**src/rtl/RAM_shared_pkg.sv**
```systemverilog
// rtl/RAM_shared_pkg.sv - RAM geometry shared by the RAM and its SPI front end
package RAM_shared_pkg;
    localparam int ADDR_SIZE = 8;
endpackage

```
**src/rtl/spi_shared_pkg.sv**
```systemverilog
// rtl/spi_shared_pkg.sv - SPI slave FSM states and frame command encodings
package spi_shared_pkg;
    typedef enum logic [2:0] {
        IDLE,
        CHK_CMD,
        WRITE,
        READ_ADD,
        READ_DATA
    } state_e;

    // Frame bits [9:8]; decoded by the RAM, not by the SPI slave.
    localparam logic [1:0] CMD_WR_ADDR = 2'b00;
    localparam logic [1:0] CMD_WR_DATA = 2'b01;
    localparam logic [1:0] CMD_RD_ADDR = 2'b10;
    localparam logic [1:0] CMD_RD_DATA = 2'b11;
endpackage

```
**src/rtl/spi_piso8.sv**
```systemverilog
// rtl/spi_piso8.sv - 8-bit load/shift-out register driving MISO, MSB first
module spi_piso8 (
    input  logic       clk,
    input  logic       rst_n,
    input  logic       clr_i,
    input  logic       load_i,
    input  logic [7:0] data_i,
    output logic       sout_o,
    output logic       done_o
);
    logic [6:0] shreg_q;
    logic [2:0] cnt_q;
    logic       busy_q;
    logic       sout_q;

    // Bit 7 goes out on the load edge itself; seven shifts follow, then an idle 0.
    always_ff @(posedge clk or negedge rst_n) begin
        if (!rst_n) begin
            shreg_q <= '0;
            cnt_q   <= '0;
            busy_q  <= 1'b0;
            sout_q  <= 1'b0;
        end else if (clr_i) begin
            shreg_q <= '0;
            cnt_q   <= '0;
            busy_q  <= 1'b0;
            sout_q  <= 1'b0;
        end else if (load_i) begin
            shreg_q <= data_i[6:0];
            cnt_q   <= 3'd7;
            busy_q  <= 1'b1;
            sout_q  <= data_i[7];
        end else if (busy_q) begin
            if (cnt_q != 3'd0) begin
                sout_q  <= shreg_q[6];
                shreg_q <= {shreg_q[5:0], 1'b0};
                cnt_q   <= cnt_q - 3'd1;
            end else begin
                sout_q <= 1'b0;
                busy_q <= 1'b0;
            end
        end
    end

    assign sout_o = sout_q;
    assign done_o = ~busy_q;
endmodule

```
**src/rtl/spi_slave_ctrl.sv**
```systemverilog
// rtl/spi_slave_ctrl.sv - SPI slave: MOSI frame deserializer and MISO read-byte serializer
module spi_slave_ctrl
    import spi_shared_pkg::*;
#(
    parameter int ADDR_SIZE = RAM_shared_pkg::ADDR_SIZE
) (
    input  logic                 clk,
    input  logic                 rst_n,
    input  logic                 SS_n,
    input  logic                 MOSI,
    output logic                 MISO,
    output logic [ADDR_SIZE+1:0] rx_data,
    output logic                 rx_valid,
    input  logic [ADDR_SIZE-1:0] tx_data,
    input  logic                 tx_valid
);
    localparam int         FW       = ADDR_SIZE + 2;
    localparam logic [3:0] LAST_BIT = 4'(ADDR_SIZE);

    state_e          state_q, state_d;
    logic [3:0]      cnt_q, cnt_d;
    logic [FW-1:0]   sipo_q, sipo_d;
    logic [FW-1:0]   rx_data_q, rx_data_d;
    logic            rx_valid_q, rx_valid_d;
    logic            rd_addr_seen_q, rd_addr_seen_d;
    logic            done_q, done_d;
    logic            wait_tx_q, wait_tx_d;
    logic            piso_load, piso_clr, piso_done;

    always_ff @(posedge clk or negedge rst_n) begin
        if (!rst_n) begin
            state_q        <= IDLE;
            cnt_q          <= '0;
            sipo_q         <= '0;
            rx_data_q      <= '0;
            rx_valid_q     <= 1'b0;
            rd_addr_seen_q <= 1'b0;
            done_q         <= 1'b0;
            wait_tx_q      <= 1'b0;
        end else begin
            state_q        <= state_d;
            cnt_q          <= cnt_d;
            sipo_q         <= sipo_d;
            rx_data_q      <= rx_data_d;
            rx_valid_q     <= rx_valid_d;
            rd_addr_seen_q <= rd_addr_seen_d;
            done_q         <= done_d;
            wait_tx_q      <= wait_tx_d;
        end
    end

    always_comb begin
        state_d        = state_q;
        cnt_d          = cnt_q;
        sipo_d         = sipo_q;
        rx_data_d      = rx_data_q;
        rx_valid_d     = 1'b0;
        rd_addr_seen_d = rd_addr_seen_q;
        done_d         = done_q;
        wait_tx_d      = wait_tx_q;
        piso_load      = 1'b0;
        piso_clr       = 1'b0;
        if (SS_n) begin
            state_d   = IDLE;
            cnt_d     = '0;
            done_d    = 1'b0;
            wait_tx_d = 1'b0;
            piso_clr  = 1'b1;
        end else begin
            unique case (state_q)
                IDLE: begin
                    state_d = CHK_CMD;
                    cnt_d   = '0;
                    done_d  = 1'b0;
                end
                CHK_CMD: begin
                    sipo_d = {MOSI, {(FW-1){1'b0}}};
                    if (!MOSI)
                        state_d = WRITE;
                    else if (rd_addr_seen_q)
                        state_d = READ_DATA;
                    else
                        state_d = READ_ADD;
                end
                default: begin
                    // Once the frame is complete, MOSI is ignored until deselect.
                    if (!done_q) begin
                        sipo_d[LAST_BIT - cnt_q] = MOSI;
                        cnt_d = cnt_q + 4'd1;
                        if (cnt_q == LAST_BIT) begin
                            rx_data_d  = sipo_d;
                            rx_valid_d = 1'b1;
                            done_d     = 1'b1;
                            if (state_q == READ_ADD)
                                rd_addr_seen_d = 1'b1;
                            if (state_q == READ_DATA) begin
                                rd_addr_seen_d = 1'b0;
                                wait_tx_d      = 1'b1;
                            end
                        end
                    end else if (wait_tx_q && tx_valid && piso_done) begin
                        piso_load = 1'b1;
                        wait_tx_d = 1'b0;
                    end
                end
            endcase
        end
    end

    spi_piso8 u_piso (
        .clk    (clk),
        .rst_n  (rst_n),
        .clr_i  (piso_clr),
        .load_i (piso_load),
        .data_i (tx_data[7:0]),
        .sout_o (MISO),
        .done_o (piso_done)
    );

    assign rx_data  = rx_data_q;
    assign rx_valid = rx_valid_q;
endmodule

```
**config.mk**
```make
export PLATFORM = sky130hd
export DESIGN_NAME = spi_slave_ctrl
export DESIGN_NICKNAME = d
export VERILOG_FILES = /design/src/rtl/RAM_shared_pkg.sv /design/src/rtl/spi_shared_pkg.sv /design/src/rtl/spi_piso8.sv /design/src/rtl/spi_slave_ctrl.sv
export SDC_FILE = /design/constraint.sdc
export NUM_CORES = 1
export LEC_CHECK = 0
export CELL_PAD_IN_SITES_DETAIL_PLACEMENT = 1
export CELL_PAD_IN_SITES_GLOBAL_PLACEMENT = 1
export CORE_MARGIN = 1.5
export CORE_UTILIZATION = 47
export CTS_CLUSTER_DIAMETER = 100
export CTS_CLUSTER_SIZE = 40
export DETAILED_ROUTE_END_ITERATION = 12
export PLACE_DENSITY = 0.83
export SYNTH_ARGS = -nofsm -noshare
export SYNTH_HDL_FRONTEND = slang
export SYNTH_HIERARCHICAL = 1
export SYNTH_SLANG_ARGS = --single-unit
```
**constraint.sdc**
```tcl
create_clock -name clk -period 4.5 [get_ports clk]
set_input_delay 0.9 -clock clk [delete_from_list [all_inputs] [get_ports clk]]
set_output_delay 0.9 -clock clk [all_outputs]
set_load 0.03 [all_outputs]
```
==> impl_metrics.toml <==
[sta]
drv_slew = 0
period_minus_slack_ns = 2.72
min_period_over_period_pct = 60.4
tns_ns = 0
rsz0062_at_grt = "false"
finalHoldViolCount = 0
setup_viol = 0
tightest_slew_ns = 0.955
max_freq_mhz = 368
worst_slack_ns = 1.78
finClkSkew_ns = 0.00901
max_slew_margin_pct = 36.3

[yosys]
synth.distinct_cells = 56
yosysTopAreaCellShare_pct = 43.6
synthCells = 260
synth_area_sq_um = 2470
yosysSeqAreaShare_pct = 43.6
synth-edff-count = 0
syn-num-nets = 280
ys.flop_type = "dfrtp_1"
yosysTopAreaCell = "dfrtp_1"
ys_top_cells_by_area = "dfrtp_1 (44%), nor2_1 (4.0%), ha_1 (3.5%), o211ai_1 (3.3%), nand2_1 (3.2%)"
ys_ff_latch = 43
ys_warn_count = 6
async_flop_share_pct = 100
syn_avg_cell_area_sq_um = 9.49

[clock_tree]
clkSlewWorstSetupHoldPaths_ns = 0.09
cts_resized = 0
clk_latency_ns = 0.31
clockRootBuffer = "clkbuf_8"
clockBufferDepth = 2
cts_hold_buf = 0
cts_tree = "done"
cts_sinks = 43
cts_buffers = 5
post_cts_buffers = 0
htree_levels = 2

[worst_setup_path]
start_kind = "primary input"
path_cells = "clkdlybuf4s50_1 -> or3_1 -> clkinv_4 -> a31oi_1 -> o21ai_1"
critPathMaxStageDelay_ns = 0.82
worstPathArrival_ns = 2.90
path_class = "in2reg"
r2r_start = "cnt_q[0]$_DFFE_PN0P_"
critical_path.endpoint_type = "flip-flop"
critPathSlowestCell = "clkdlybuf4s50_1"
required_ns = 4.68
crit_fanout = 18
startpoint = "SS_n"

[placed_design]
dp_hpwl_um = 4450
gp_congestion = 0.789
preCtsSetupSlack_ns = 1.46
port-buffer-count = 24
postPlaceCellArea_sq_um = 2720

[routing]
post-route-drc-count = 0
detail-route-antenna-nets = 0
drt-total-wl_um = 6120
dr.pass1.iters = 4
drtIter0Drc = 110
vias = 2074
vias_per_cell = 5.96
wl_per_cell_um = 17.6

[power_and_ir_drop]
p_seq_share_pct = 44.6
p_switching_uw = 269
power_density_nw_per_um2 = 337
p_int_uw = 695
power_frac_comb_pct = 18.3
swShare_pct = 27.9
ir_drop_mv = 0.149
clkPwrFrac_pct = 37.1
p_leak_uw = 0.00114

[finish]
drive_gt1_share_pct = 10.1
layout_commonest_cell = "dfrtp_1"
multiInputGateArea_sq_um = 1240
nFillCells = 590
regArea_sq_um = 1080
postLayoutCellArea_sq_um = 2860
area_delta_synth_final_pct = 15.7
layout_common_cells = "dfrtp_1 (43), nor2_1 (26), clkdlybuf4s50_1 (23), nand2_1 (21), inv_1 (15)"
diodes = 0
final_nets = 297

[floorplanning]
io_pins = 25
die_w_um = 75.5
fp-row-count = 26
start_util_pct = 48.6
die_height_um = 75.5
die_area_sq_um = 5700
core_sq_um = 5070

[global_route]
grt_pass1_wl_um = 10100
grt_max_degree = 44
grt_antenna_before_repair = 0
grt_pass1_vias = 2014
grt_overflow_total = 0
grt_use_total_pct = 23.6

[hold_path]
min-delay-start = "rx_data[8]$_DFFE_PN0P_"
hold_class = "reg2reg"

[flow_run]
maxCapViolCount = 0

[run_status]
status = "completed"
cells by family (layout without fill, tap and decap cells):
kind of cell             count (synthesis)  in the layout  share of synthesized area [%]
AND/OR/NAND/NOR                         96             96                           20.7
AO/OA/AOI/OAI                           78             78                           24.5
flip-flops                              43             43                           43.6
buffers and inverters                   32             50                           5.98
adder cells (fa/ha/maj)                  7              7                           3.55
multiplexers                             4              4                           1.62
final timing paths:
path | endpoint | slack [ns] | depth (start not counted)
min | rx_data[8]$_DFFE_PN0P_ | 0.49 | 2
max | rd_addr_seen_q$_DFFE_PN0P_ | 1.78 | 5
min in group asynchronous | rx_data[5]$_DFFE_PN0P_ | 0.73 | 1
max reg2reg | rx_data[1]$_DFFE_PN0P_ | 2.03 | 7
max in group asynchronous | cnt_q[1]$_DFFE_PN0P_ | 3.16 | 1
min reg2reg | rx_data[8]$_DFFE_PN0P_ | 0.49 | 2
cells in the mapped netlist (3+ instances only):
library cell and instances:
nand3_1 6, o2111ai_1 4, a21oi_1 10, nand4_1 10, o21ai_1 11, a2111oi_2 4, nand2_1 21, dfrtp_1 43
o21ai_2 3, a21boi_1 5, inv_1 15, o21ai_0 4, nor3_1 3, ha_1 7, clkbuf_1 5, nor2_1 26
a31oi_1 3, buf_2 9, nand3b_1 3, a211o_1 4, nor2b_1 5, nand2b_1 4, a211oi_1 5, mux2i_1 4
o211ai_1 11
critical path: cells and delay by family:
family          cells  cell delay (ns)
buf+inv             2             1.01
simple gates        1             0.69
compound gates      2             0.29
routing by layer:
metal	up-vias	track usage [%]	part of all wire (%)
met5	-	0	0
met4	0	5.95	1.3
met3	9	4.37	2.4
met2	30	36.5	49
met1	1051	34.3	48
li1	984	-	-
registers in the layout, summed over array words and instances (netlist names), 3 cells and up:
name / cells
rx_data: 10
sipo_q: 10
u_piso/shreg_q: 7
cnt_q: 4
state_q: 3
u_piso/cnt_q: 3
per-stage QoR:
| step | util, % | hold WS (ns) | total power [uW] | std cells |
|---|---|---|---|---|
| 2_1_floorplan | - | 0.465 | 554 | 260 |
| 3_3_place_gp | 53.7 | 0.469 | 608 | 340 |
| 6_report | 56.3 | 0.492 | 964 | 348 |
| 4_1_cts | 56.3 | 0.499 | 972 | 348 |
| 3_5_place_dp | 53.7 | 0.479 | 613 | 340 |
| 5_1_grt | 56.3 | 0.527 | 1010 | 348 |
cell type report:
type / instances / share of cell area (%)
multi-input combinational: 185 / 43.6
sequential: 43 / 37.7
timing repair buffer: 26 / 8.76
tap: 70 / 3.07
clock buffer: 6 / 2.54
inverter: 16 / 2.28
clock inverter: 2 / 2.10
power groups by stage:
stage / registers [uW] / logic [uW] / clock network, uW
floorplan: 435 / 118 / 0
global placement: 436 / 171 / 0
detailed placement: 438 / 176 / 0
CTS: 430 / 177 / 365
global route: 434 / 198 / 378
finish: 430 / 176 / 358
(Power assumes the default switching activity.)
